==> src/rtl/control_seq.sv <==
// Multi-cycle FETCH/EXEC control sequencer for the 8-bit CPU, with registered flags and a retire counter.
// Optional single-step mode (PAUSE state, step input) is enabled by defining CONTROL_SINGLE_STEP_EN.
module control_seq #(
  parameter int DATA_WIDTH = 8,
  parameter int CNT_WIDTH  = 16,
  parameter int HALT_DEST  = 7
) (
  input  logic                  clk,
  input  logic                  reset_n,
  input  logic                  run,
`ifdef CONTROL_SINGLE_STEP_EN
  input  logic                  step,
`endif
  input  logic [7:0]            ir,
  input  logic [DATA_WIDTH-1:0] bus,
  input  logic                  alu_carry,
  input  logic                  mem_ready,
  output logic                  load_ir,
  output logic                  load_pc,
  output logic                  load_a,
  output logic                  load_b,
  output logic                  load_x,
  output logic                  load_q,
  output logic                  store_mem,
  output logic                  assert_bar_m,
  output logic                  assert_bar_e,
  output logic                  assert_bar_a,
  output logic                  assert_bar_x,
  output logic                  inc_pc,
  output logic                  immediate,
  output logic                  do_subtract,
  output logic                  flag_zero,
  output logic                  flag_carry,
  output logic                  halted,
  output logic [CNT_WIDTH-1:0]  retired
);

  localparam logic [2:0] IDLE  = 3'd0;
  localparam logic [2:0] FETCH = 3'd1;
  localparam logic [2:0] EXEC  = 3'd2;
  localparam logic [2:0] HALT  = 3'd3;
  localparam logic [2:0] PAUSE = 3'd4;

  localparam logic [2:0] HALT_CODE = HALT_DEST[2:0];

  logic [2:0] state;
  logic [2:0] next_state;

  logic       bit7;
  logic       bit6;
  logic [1:0] source;
  logic [2:0] dest;
  logic       indexed;
  logic       is_halt;
  logic       mem_wait;
  logic       gate;
  logic       cond;
  logic       exec_done;

  assign bit7    = ir[7];
  assign bit6    = ir[6];
  assign source  = ir[5:4];
  assign dest    = ir[3:1];
  assign indexed = ir[0];

  assign is_halt  = (dest == HALT_CODE);
  assign mem_wait = (source == 2'd0) || (dest == 3'd5);
  assign gate     = !mem_wait || mem_ready;
  assign cond     = (bit6 & flag_zero) | (bit7 & flag_carry) | (bit6 & bit7);

  // HALT never waits on memory: it drives no strobes, so there is nothing to complete.
  assign exec_done = (state == EXEC) && (is_halt || gate);

  assign halted = (state == HALT);

`ifdef CONTROL_SINGLE_STEP_EN
  logic step_q;
  logic step_rise;

  assign step_rise = step & ~step_q;

  always_ff @(posedge clk or negedge reset_n) begin
    if (!reset_n) begin
      step_q <= 1'b0;
    end else begin
      step_q <= step;
    end
  end
`endif

  always_comb begin
    next_state = state;
    case (state)
      IDLE:  if (run) next_state = FETCH;
      FETCH: if (mem_ready) next_state = EXEC;
      EXEC: begin
        if (is_halt) begin
          next_state = HALT;
        end else if (exec_done) begin
`ifdef CONTROL_SINGLE_STEP_EN
          next_state = PAUSE;
`else
          next_state = FETCH;
`endif
        end
      end
      HALT:  next_state = HALT;
`ifdef CONTROL_SINGLE_STEP_EN
      PAUSE: if (step_rise) next_state = FETCH;
`endif
      default: next_state = IDLE;
    endcase
  end

  always_ff @(posedge clk or negedge reset_n) begin
    if (!reset_n) begin
      state <= IDLE;
    end else begin
      state <= next_state;
    end
  end

  // Flags only move when an A-write actually completes; carry only from the ALU source.
  always_ff @(posedge clk or negedge reset_n) begin
    if (!reset_n) begin
      flag_zero  <= 1'b0;
      flag_carry <= 1'b0;
      retired    <= '0;
    end else if (exec_done) begin
      retired <= retired + 1'b1;
      if (load_a) begin
        flag_zero <= (bus == '0);
        if (source == 2'd1) flag_carry <= alu_carry;
      end
    end
  end

  always_comb begin
    load_ir      = 1'b0;
    load_pc      = 1'b0;
    load_a       = 1'b0;
    load_b       = 1'b0;
    load_x       = 1'b0;
    load_q       = 1'b0;
    store_mem    = 1'b0;
    assert_bar_m = 1'b1;
    assert_bar_e = 1'b1;
    assert_bar_a = 1'b1;
    assert_bar_x = 1'b1;
    inc_pc       = 1'b0;
    immediate    = 1'b0;
    do_subtract  = 1'b0;
    case (state)
      FETCH: begin
        assert_bar_m = 1'b0;
        load_ir      = mem_ready;
        inc_pc       = mem_ready;
      end
      EXEC: begin
        assert_bar_m = ~(source == 2'd0);
        assert_bar_e = ~(source == 2'd1);
        assert_bar_a = ~(source == 2'd2);
        assert_bar_x = ~(source == 2'd3);
        immediate    = ~indexed;
        do_subtract  = bit6;
        if (!is_halt && gate) begin
          load_ir   = (dest == 3'd0);
          load_pc   = (dest == 3'd1) & cond;
          load_a    = (dest == 3'd2);
          load_x    = (dest == 3'd3);
          load_b    = (dest == 3'd4);
          store_mem = (dest == 3'd5);
          load_q    = (dest == 3'd6);
        end
      end
      default: ;
    endcase
  end

endmodule

==> config.mk <==
export PLATFORM = sky130hd
export DESIGN_NAME = control_seq
export DESIGN_NICKNAME = d
export VERILOG_FILES = /design/src/rtl/control_seq.sv
export SDC_FILE = /design/constraint.sdc
export NUM_CORES = 1
export LEC_CHECK = 0
export BUFFER_PORTS_ARGS = -buffer_cell sky130_fd_sc_hd__buf_2
export CAP_MARGIN = 20
export CORE_MARGIN = 3
export CORE_UTILIZATION = 42
export CTS_CLUSTER_SIZE = 12
export DETAILED_ROUTE_END_ITERATION = 6
export GPL_TIMING_DRIVEN = 0
export PLACE_DENSITY_LB_ADDON = 0.15
export SYNTH_ARGS = -nofsm -noshare
export SYNTH_HDL_FRONTEND = slang
export SYNTH_SLANG_ARGS = --single-unit
export TNS_END_PERCENT = 1
==> constraint.sdc <==
create_clock -name clk -period 1.55 [get_ports clk]
set_clock_uncertainty 0.05 [all_clocks]
set_input_delay 0.0775 -clock clk [delete_from_list [all_inputs] [get_ports clk]]
set_output_delay 0.0775 -clock clk [all_outputs]
set_load 0.01 [all_outputs]
## Word level (Yosys, flattened, before mapping)

Cells that the tools add are included.

| cells by class | value |
|---|---|
| $add $sub $neg | 1 |
| multiply operators | 0 |
| div/mod/pow operators | 0 |
| $lt $le $gt $ge | 0 |
| equal/unequal tests | 16 |
| shift-type cells | 0 |
| mux-type cells | 26 |
| bitwise operators | 11 |
| reduce and logical (&&, ||, !) cells | 14 |

Operator list:

| cell | count |
|---|---|
| 1-bit 2-to-1 mux | 19 |
| 16-bit by 1-bit adder with 16-bit output, second input constant | 1 |
| 3-bit by 2-bit equality test with 1-bit output, second input constant | 4 |
| 3-bit equality test, second input constant | 4 |
| 3-bit 2-to-1 mux | 4 |
| 3-bit case mux with 4 select lines | 1 |
| 8-bit logical NOT | 1 |
| 3-bit by 1-bit equality test with 1-bit output, second input constant | 2 |
| 3-bit logical NOT | 2 |
| 3-bit AND reduction | 2 |
| 1-bit inverter | 5 |
| 1-bit AND | 4 |
| 2-bit equality test, second input constant | 2 |
| 2-bit inequality test, second input constant | 2 |
| 1-bit case mux with 2 select lines | 2 |
| 1-bit logical OR | 3 |
| 3-bit inequality test, second input constant | 1 |
| 2-bit by 1-bit equality test with 1-bit output, second input constant | 1 |
| 1-bit logical AND | 2 |
| 1-bit logical NOT | 2 |
| 2-bit logical NOT | 1 |
| 1-bit bitwise OR | 2 |
| 2-bit AND reduction | 1 |

| storage, ports and cells | value |
|---|---|
| flip-flop bits (word level) | 21 |
| bits in latches | 0 |
| memory bits (writable) | 0 |
| bits in read-only memories | 0 |
| input port bits | 21 |
| output and inout port bits | 33 |
| word-level logic and storage cells | 72 |
| memories | 0 |

## Longest topological paths before layout

Gate-level depths: netlist of the first run.

| logic depth | value |
|---|---|
| depth after elaboration | 9 |
| depth in mapped cells | 7 |
| gate-level depth less buffers | 6 |

## Worst setup path after synthesis of the first run

Ideal clock, no wire load.

| timing path | value |
|---|---|
| kind | flip-flop to output port |
| start point | reg state[0] |
| end point | out load_pc |
| arrival time | 1.602 ns |
| required time | 1.422 ns |
| path slack | -0.180 ns |
| stages on the path, launching flop included | 6 |
| buffers on the path | 0 |
| cell sequence | dfrtp_1 > inv_1 > ha_1 > nand2b_1 > or2_1 > a2111oi_0 |

| on the way | value |
|---|---|
| word-level cells in the longest chain between the ends | 2 |

Ends and longest elaborated chain:

| element | line | text |
|---|---|---|
| start: declaration | 46 | `logic [2:0] state;` |
| start signal: assignment | 119 | `state <= next_state;` |
| 3-bit by 2-bit equality test with 1-bit output | 153 | `case (state)` |
| 1-bit 2-to-1 mux | 153 |  |
| end: declaration | 19 | `output logic load_pc,` |

No other way between the ends.

## Worst setup path in the final report of the first run

Same ends and word-level chain as after synthesis.

==> key figures, run 1 <==
Final layout
  • Nets@finish: 208
  • Fillers: 210
  • Area growth, synth to finish: 42.5%
  • Layout cell share with drive strength beyond 1: 46.1%
  • Antenna cells: 0

Global route
  • First-pass GRT wire length: 5.01 mm
  • GRT Overall Usage: 18.3%
  • Number of global-route vias before repair: 1118
  • Largest net degree at the start of global routing: 21
  • GRT Residual Overflow: 0
  • Initial antenna violation count: 0

Critical path
  • Critical Path Start: state[0]$_DFFE_PN0P_
  • Crit Path Category: reg -> out
  • CP Launch Type: flip-flop
  • FF-to-FF path depth: 7
  • Worst EP arrival: 1.61 ns
  • FF-to-FF Start: state[0]$_DFFE_PN0P_
  • Worst-path maximum fanout: 3
  • Worst setup endpoint: load_pc
  • Crit end category: primary output
  • Worst reg2reg setup slack: -0.12 ns
  • Worst R2R End: retired[11]$_DFFE_PN0P_
  • Required @ worst endpoint: 1.42 ns

Timing
  • Peak Freq: 577 MHz
  • Min cycle time layout: 1.73 ns
  • Final worst slack: -0.183 ns
  • Final setup viols: 22
  • Final Cycle Share: 112%
  • Worst slew margin: 51.6%
  • Worst-Margin Slew: 0.724 ns
  • Final hold violation count: 0
  • Slew Viols, Final: 0
  • RSZ-0062 raised after global routing: yes

Routing
  • DRT Wirelength: 2.95 mm
  • Vias: 1128
  • DR WL/cell: 14.0 um
  • Initial DRC Count: 38
  • Via/cell ratio: 5.37
  • Drt pass-1 iters: 4
  • DRT antenna net count: 0
  • Drt drc: 0

Clocking
  • Sink Count: 20
  • H-tree Lvls: 1
  • Clock buffer depth: 2
  • TritonCTS clock tree: done
  • Inserted Clock Buffers: 3
  • Root Buffer: clkbuf_4
  • Clock-pin slew on the worst setup and hold paths: 0.11 ns
  • Later-pin clock latency in the skew report: 0.29 ns

Synth
  • YS warnings: 0
  • Syn_area_per_cell: 10.6 um^2
  • Mux cell area share after synthesis: 3.81%
  • Count leader, synth: dfrtp_1
  • Yosys cell types: 37
  • Synthesized instance count: 115
  • Flops & latches, synth: 20
  • Largest family of logic cells by synthesized area: simple AND/OR/NAND/NOR gates
  • Mapped Nets: 142
  • Top cell type's share of synthesized area: 41.2%
  • Synth Area in XOR/XNOR: 10.8%
  • Most frequent cells after synthesis: dfrtp_1 (20), xnor2_1 (14), nand3_1 (11)
  • Post-synth top flop: dfrtp_1
  • EDFF count, synth: 0
  • Complex-gate fraction of the synthesized area: 5.15%
  • Leading area contributor after synthesis: dfrtp_1
  • Adder-cell area share of the yosys netlist: 6.18%
  • Synth area leaders: dfrtp_1 (41%), xnor2_1 (10%), ha_1 (6.2%)
  • Ys async rst share: 100%
  • Simple-Gate Fraction of Synth Area: 29.9%
  • Synthesized area: 1210 um^2
  • Register area share after synthesis: 41.2%

Place
  • # port buffers: 52
  • Dpl hpwl: 2.07 mm
  • RePlAce Congestion: 0.747
  • Placement Setup Slack: -0.382 ns

Power and ir drop
  • Pint: 1250 uW
  • Comb pwr share: 46.5%
  • Final Power: 2020 uW
  • Sequential share of power: 38.7%
  • Power Dens Cells: 1170 nW/um^2
  • Sw frac: 38.0%
  • Clk pwr share: 14.8%
  • Worst VDD drop: 0.885 mV
  • Static Leak: 0.000856 uW
  • Switching power: 767 uW

Outcome
  • Violated checks: negative setup slack
  • Status: finished with violations

Die
  • Die area: 3570 um^2
  • Std cell rows: 18
  • Effective utilization at floorplan: 46.5%
  • IO Count: 54
  • Overall die width: 59.8 um
  • Core area: 2610 um^2
  • Die Y: 59.8 um

Worst hold path
  • Min-Delay Startpoint: run
  • Hold/Removal Path Class: in -> reg

Run
  • MaxCap Viol Count: 0
## state kept, by name (all words and copies together), names as in the netlist
signal      cells
flag_carry      1
flag_zero       1
retired        16
state           2
## final cells by class
type / count / area (um^2) / share of cell area, %
repair buffers: 61 / 345 / 19.9
multi-input cells: 88 / 772 / 44.6
plain buffers: 3 / 23.8 / 1.37
well taps: 30 / 37.5 / 2.17
inverters: 4 / 15.0 / 0.867
clock buffers: 4 / 36.3 / 2.10
flip-flops and latches: 20 / 502 / 29.0
## worst max-delay path: stages, from the launching register on
cell,delay (ns)
dfrtp_1,0.41
inv_2,0.08
ha_4,0.15
nand2b_4,0.06
or2_4,0.26
a2111oi_4,0.18
buf_2,0.18
## metrics by stage
stage                     TNS (ns)  hold slack (ns)  area [um^2]  util, %  std cells
after global routing         -4.06           0.0391         1730     66.3        210
after floorplan             -0.556           -0.268         1240        -        115
after CTS                    -1.94           0.0492         1710     65.6        210
after detailed placement     -3.28          0.00171         1540     59.1        197
final                        -1.84           0.0527         1730     66.3        210
after global placement       -2.76         -0.00599         1540     59.1        197
## power groups by stage
stage	clock network, uW	registers [uW]	logic, uW
after floorplan	0	811	474
after global placement	0	782	786
after detailed placement	0	788	802
after CTS	306	770	931
after global routing	338	801	1040
final	299	780	940
## cells by family (layout without fill, tap and decap cells)
group           Yosys count  in the layout
simple gates             55             55
flops                    20             20
xor+xnor                 15             15
compound gates            8              8
buf+inv                   7             72
fa+ha+maj                 6              6
mux                       4              4
## layout by cell type, fill, tap and decap left out, types with 2 or more instances in the layout
cell type and count:
and2_1 2, and3_1 2, and4_1 3, buf_2 53
buf_4 4, clkbuf_4 3, dfrtp_1 19, dlygate4sd3_1 5
ha_1 4, inv_1 3, mux2_4 2, mux2i_1 2
nand2_1 7, nand2b_1 2, nand3_1 10, nand3b_1 2
nand4_1 4, nor2_1 3, nor2b_1 2, nor3_1 2
nor3_2 2, nor3_4 2, nor4_1 2, o21ai_1 2
xnor2_1 14
## how the worst min path moves through the flow
stage | end | slack (ns) | depth (start not counted)
global placement | retired[5]$_DFFE_PN0P_ | -0.006 | 1
detailed placement | retired[4]$_DFFE_PN0P_ | 0.002 | 1
floorplan | flag_carry$_DFFE_PN0P_ | -0.27 | 0
finish | state[1]$_DFFE_PN0P_ | 0.05 | 3
global route | state[1]$_DFFE_PN0P_ | 0.04 | 3
CTS | state[1]$_DFFE_PN0P_ | 0.05 | 3
## layer usage
metal | vias up | global-route usage [%] | wire, um | part of all wire (%)
li1 | 548 | - | - | -
met1 | 534 | 23.0 | 1240 | 42
met2 | 40 | 31.5 | 1500 | 51
met3 | 6 | 1.94 | 145 | 4.9
met4 | 0 | 7.91 | 57 | 1.9
met5 | - | 0 | 0 | 0
## what timing repair did
action | in CTS | in global routing
pin swaps | 2 | 2
buffers inserted | 3 | 0
hold buffers | 6 | 0
endpoints found under the hold margin | 22 | 0
gates resized for setup | 10 | 5
setup endpoints to repair | 30 | 29
Note: power is estimated with default switching activity, not from simulation.
==> run 2, diff against run 1 <==
--- a/config.mk
+++ b/config.mk
@@ -13,6 +13,7 @@
 export DETAILED_ROUTE_END_ITERATION = 6
 export GPL_TIMING_DRIVEN = 0
 export PLACE_DENSITY_LB_ADDON = 0.15
+export SLEW_MARGIN = 20
 export SYNTH_ARGS = -nofsm -noshare
 export SYNTH_HDL_FRONTEND = slang
 export SYNTH_SLANG_ARGS = --single-unit
==> constraint.sdc (replaced) <==
create_clock -name clk -period 1.55 [get_ports clk]
set_clock_uncertainty 0.05 [all_clocks]
set_input_delay 0.155 -clock clk [delete_from_list [all_inputs] [get_ports clk]]
set_output_delay 0.155 -clock clk [all_outputs]
set_load 0.01 [all_outputs]
==> run 2 against run 1 <==
Compared with the run above: the flow still finishes with violations (negative setup slack); global-route usage decreased by 1.0 points; first-iteration DRC count decreased by 29%; via count decreased by 3.9%; maximum frequency decreased by 4.2%; clock power about the same; worst hold slack got worse by 0.011 ns; critical endpoint unchanged; largest cell class unchanged.
==> key figures, run 2 (synthesized netlist as in run 1, its figures left out) <==
Critical path
  • Crit end category: primary output
  • Worst EP arrival: 1.60 ns
  • Worst reg2reg setup slack: -0.12 ns
  • CP Launch Type: flip-flop
  • Worst-path maximum fanout: 3
  • Required @ worst endpoint: 1.34 ns
  • Crit Path Category: reg -> out

Clocking
  • Later-pin clock latency in the skew report: 0.29 ns
  • Sink Count: 20
  • H-tree Lvls: 1
  • Clock buffer depth: 2
  • TritonCTS clock tree: done
  • Root Buffer: clkbuf_4
  • Inserted Clock Buffers: 3
  • Clock-pin slew on the worst setup and hold paths: 0.11 ns

Final layout
  • Largest regs: retired (16), state (2)
  • Nets@finish: 203
  • Largest reg by FF count: retired
  • Design Area, Final: 1670 um^2
  • Antenna cells: 0
  • Commonest non-fill, non-tap cell in the layout: buf_2
  • Area growth, synth to finish: 37.7%
  • Fillers: 214
  • Layout cell share with drive strength beyond 1: 46.9%
  • Largest register FFs: 16
  • Commonest cells after routing, fill and taps aside: buf_2 (53), dfrtp_1 (19), xnor2_1 (14), nand3_1 (10), nand2_1 (7)

Die
  • Core area: 2610 um^2
  • Die area: 3570 um^2
  • Std cell rows: 18
  • IO Count: 54
  • Overall die width: 59.8 um
  • Die Y: 59.8 um
  • Effective utilization at floorplan: 46.5%

Timing
  • Final hold violation count: 0
  • Worst-Margin Slew: 0.721 ns
  • Worst slew margin: 51.9%
  • Final worst slack: -0.259 ns
  • Final setup viols: 26
  • RSZ-0062 raised after global routing: yes
  • Min cycle time layout: 1.81 ns
  • Slew Viols, Final: 0
  • Peak Freq: 553 MHz
  • Worst Hold Slack: 0.0413 ns
  • Final Cycle Share: 117%

Power and ir drop
  • Sw frac: 37.8%
  • Sequential share of power: 38.9%
  • Static Leak: 0.000815 uW
  • Comb pwr share: 46.1%
  • Final Power: 2000 uW
  • Power Dens Cells: 1200 nW/um^2
  • Switching power: 755 uW
  • Worst VDD drop: 0.883 mV
  • Pint: 1250 uW
  • Clk pwr share: 15.0%

Worst hold path
  • Hold/Removal Path Class: in -> reg

Outcome
  • Violated checks: negative setup slack
  • Status: finished with violations

Global route
  • Largest net degree at the start of global routing: 21
  • Number of global-route vias before repair: 1076
  • GRT Overall Usage: 17.3%
  • First-pass GRT wire length: 4.77 mm
  • GRT Residual Overflow: 0
  • Initial antenna violation count: 0

Routing
  • DR WL/cell: 13.4 um
  • Via/cell ratio: 5.29
  • DRT Wirelength: 2.74 mm
  • DRT antenna net count: 0
  • Drt pass-1 iters: 4
  • Drt drc: 0
  • Vias: 1084
  • Initial DRC Count: 27

Place
  • # port buffers: 52
  • Placement Setup Slack: -0.382 ns
  • Dpl hpwl: 2.07 mm
  • RePlAce Congestion: 0.747
  • Post-DP Area: 1540 um^2

Run
  • MaxCap Viol Count: 0
==> run 2: area by class of cell <==
type                       instances  area [um^2]  share of cell area (%)
tap                               30         37.5                    2.24
timing repair buffer              56          293                    17.5
sequential                        20          502                    30.0
buffer                             3         23.8                    1.42
clock buffer                       4         36.3                    2.17
multi-input combinational         88          766                    45.8
inverter                           4         15.0                   0.898
==> run 2: critical path, cell delays in order, from the launching register on <==
cell       delay [ns]
dfrtp_1          0.41
inv_2            0.08
ha_4             0.15
nand2b_4         0.06
or2_4            0.26
a2111oi_4        0.18
buf_2            0.18
==> run 2: path summary, 6_finish.rpt <==
check,startpoint,end,depth (start not counted)
setup / recovery,state[0]$_DFFE_PN0P_,load_pc,6
hold / removal,alu_carry,flag_carry$_DFFE_PN0P_,2
setup reg to reg,state[0]$_DFFE_PN0P_,retired[7]$_DFFE_PN0P_,7
hold reg to reg,retired[15]$_DFFE_PN0P_,retired[15]$_DFFE_PN0P_,1
max in group asynchronous,reset_n,state[1]$_DFFE_PN0P_,2
min in group asynchronous,reset_n,flag_zero$_DFFE_PN0P_,2
==> run 2: timing repair <==
item                                    in CTS  in global routing
buffers inserted                             3                  0
hold buffers                                 1                  0
gates resized for setup                     11                  2
pin swaps                                    2                  2
gates cloned                                 0                  0
endpoints found under the setup margin      31                 31
hold endpoints to repair                    20                  0
==> run 2: metrics by stage <==
stage	cells	TNS, ns	util (%)
after detailed placement	197	-3.49	59.1
after floorplan	115	-0.610	-
after CTS	205	-2.66	63.8
after global routing	205	-5.09	64.0
final	205	-2.38	64.0
after global placement	197	-2.94	59.1
==> run 2: power by group through the flow <==
stage	Sequential [uW]	Clock (uW)	Combinational [uW]
after global routing	801	338	1020
after global placement	782	0	786
after CTS	770	306	927
final	778	301	922
after floorplan	811	0	474
after detailed placement	788	0	802
==> run 2: routing by layer <==
layer | part of all wire [%] | wire [um] | global-route usage (%) | vias to the layer above
met4 | 1.3 | 36 | 6.65 | 0
met2 | 51 | 1400 | 29.6 | 39
li1 | - | - | - | 536
met1 | 42 | 1160 | 22.4 | 507
met3 | 5.1 | 141 | 1.51 | 2
met5 | 0 | 0 | 0 | -
==> run 3, diff against run 2 <==
--- a/config.mk
+++ b/config.mk
@@ -8,7 +8,7 @@
 export BUFFER_PORTS_ARGS = -buffer_cell sky130_fd_sc_hd__buf_2
 export CAP_MARGIN = 20
 export CORE_MARGIN = 3
-export CORE_UTILIZATION = 42
+export CORE_UTILIZATION = 46
 export CTS_CLUSTER_SIZE = 12
 export DETAILED_ROUTE_END_ITERATION = 6
 export GPL_TIMING_DRIVEN = 0
==> constraint.sdc (replaced) <==
create_clock -name clk -period 2.02 [get_ports clk]
set_clock_uncertainty 0.05 [all_clocks]
set_input_delay 0.202 -clock clk [delete_from_list [all_inputs] [get_ports clk]]
set_output_delay 0.202 -clock clk [all_outputs]
set_load 0.01 [all_outputs]
==> run 3 against run 2 <==
Compared with the run above: the run now ends clean; clock-buffer cell count unchanged; cell area is 2.5% lower; utilization is 5.0 points higher; total power is 24% lower.
==> key figures, run 3 (synthesized netlist as in run 1, its figures left out) <==
Final layout
  • Largest reg by FF count: retired
  • Fillers: 206
  • Commonest non-fill, non-tap cell in the layout: buf_2
  • Design Area, Final: 1630 um^2
  • Commonest cells after routing, fill and taps aside: buf_2 (53), dfrtp_1 (20), xnor2_1 (14), nand3_1 (11), nand2_1 (7)
  • Largest register FFs: 16
  • Largest regs: retired (16), state (2)
  • Antenna cells: 0
  • Nets@finish: 202
  • Layout cell share with drive strength beyond 1: 43.7%
  • Final core utilization: 69.1%
  • Area growth, synth to finish: 34.2%

Place
  • RePlAce Congestion: 0.760
  • # port buffers: 52
  • Post-DP Area: 1510 um^2
  • Dpl hpwl: 2.14 mm
  • Placement Setup Slack: 0.0183 ns

Die
  • IO Count: 54
  • Effective utilization at floorplan: 51.5%
  • Overall die width: 57.4 um
  • Std cell rows: 17
  • Die area: 3290 um^2
  • Core area: 2360 um^2
  • Die Y: 57.4 um

Clocking
  • Root Buffer: clkbuf_4
  • Inserted Clock Buffers: 3
  • Sink Count: 20
  • H-tree Lvls: 1
  • Clock buffer depth: 2
  • TritonCTS clock tree: done
  • Later-pin clock latency in the skew report: 0.32 ns
  • Clock-pin slew on the worst setup and hold paths: 0.12 ns

Power and ir drop
  • Final Power: 1520 uW
  • Pint: 926 uW
  • Sw frac: 39.1%
  • Clk pwr share: 16.4%
  • Comb pwr share: 44.8%
  • Sequential share of power: 38.8%
  • Power Dens Cells: 932 nW/um^2
  • Switching power: 593 uW
  • Worst VDD drop: 0.747 mV
  • Static Leak: 0.000798 uW

Routing
  • Drt drc: 0
  • Vias: 1098
  • Drt pass-1 iters: 4
  • DRT antenna net count: 0
  • Initial DRC Count: 20
  • DR WL/cell: 13.8 um
  • DRT Wirelength: 2.79 mm
  • Via/cell ratio: 5.44

Critical path
  • Crit Path Category: reg -> out
  • Worst EP arrival: 1.69 ns
  • CP Launch Type: flip-flop
  • Required @ worst endpoint: 1.77 ns
  • Crit end category: primary output
  • Worst-path maximum fanout: 4

Global route
  • Number of global-route vias before repair: 983
  • Largest net degree at the start of global routing: 21
  • First-pass GRT wire length: 4.46 mm
  • GRT Overall Usage: 17.5%
  • Initial antenna violation count: 0
  • GRT Residual Overflow: 0

Timing
  • Final hold violation count: 0
  • Slew Viols, Final: 0
  • Worst-Margin Slew: 0.545 ns
  • Final setup viols: 0
  • Final Cycle Share: 95.9%
  • Final worst slack: 0.0830 ns
  • Worst Hold Slack: 0.0531 ns
  • Min cycle time layout: 1.94 ns
  • Worst slew margin: 63.5%
  • Peak Freq: 516 MHz

Run
  • MaxCap Viol Count: 0

Worst hold path
  • Hold/Removal Path Class: in -> reg

Outcome
  • Status: finished, final reports clean
==> run 3: cell count changes in the layout (fill, tap and decap cells not counted), sizes merged <==
cell and change:
buf -1
==> run 3: critical path: stages (launching register included) <==
cell       delay (ns)
dfrtp_1          0.41
inv_2            0.09
ha_4             0.18
nand2b_4         0.07
or2_4            0.25
a2111oi_4        0.18
buf_2            0.18
==> run 3: power by group through the flow <==
stage | Combinational [uW] | Sequential, uW | Clock (uW)
6_report | 680 | 590 | 248
3_3_place_gp | 580 | 590 | 0
3_5_place_dp | 606 | 599 | 0
4_1_cts | 654 | 592 | 246
5_1_grt | 752 | 608 | 278
2_1_floorplan | 341 | 616 | 0
==> run 3: layout make-up <==
| type | instances | area (um^2) | area share [%] |
|---|---|---|---|
| Multi-Input combinational cell | 88 | 731 | 44.8 |
| Sequential cell | 20 | 500 | 30.7 |
| Timing Repair Buffer | 55 | 285 | 17.5 |
| Clock buffer | 4 | 36.3 | 2.23 |
| Tap cell | 28 | 35.0 | 2.15 |
| Buffer | 3 | 27.5 | 1.69 |
| Inverter | 4 | 15.0 | 0.921 |
==> run 3: metal layers <==
metal	global-route usage, %	vias up	share of wire (%)
met5	0	-	0
met4	6.95	0	1.7
met3	6.33	5	8.0
met2	28.1	41	49
met1	21.3	520	41
li1	-	532	-
==> run 3: what timing repair did <==
item,4_1_cts,5_1_grt
gates resized for setup,8,4
hold buffers,1,0
buffers inserted,1,1
endpoints found under the hold margin,20,0
endpoints found under the setup margin,5,3
==> run 3: through the flow <==
step           setup TNS, ns  instances
2_1_floorplan              0        115
6_report                   0        202
3_5_place_dp               0        195
4_1_cts                    0        201
3_3_place_gp               0        195
5_1_grt             -0.00828        202
==> run 3: path summary, 6_finish.rpt <==
path	start	end	slack (ns)	cells after the start
max	state[0]$_DFFE_PN0P_	load_pc	0.08	6
min	alu_carry	flag_carry$_DFFE_PN0P_	0.05	2
max reg2reg	state[0]$_DFFE_PN0P_	retired[11]$_DFFE_PN0P_	0.25	7
min reg2reg	retired[15]$_DFFE_PN0P_	retired[15]$_DFFE_PN0P_	0.44	1
max in group asynchronous	reset_n	retired[1]$_DFFE_PN0P_	1.32	2
min in group asynchronous	reset_n	retired[10]$_DFFE_PN0P_	0.27	2
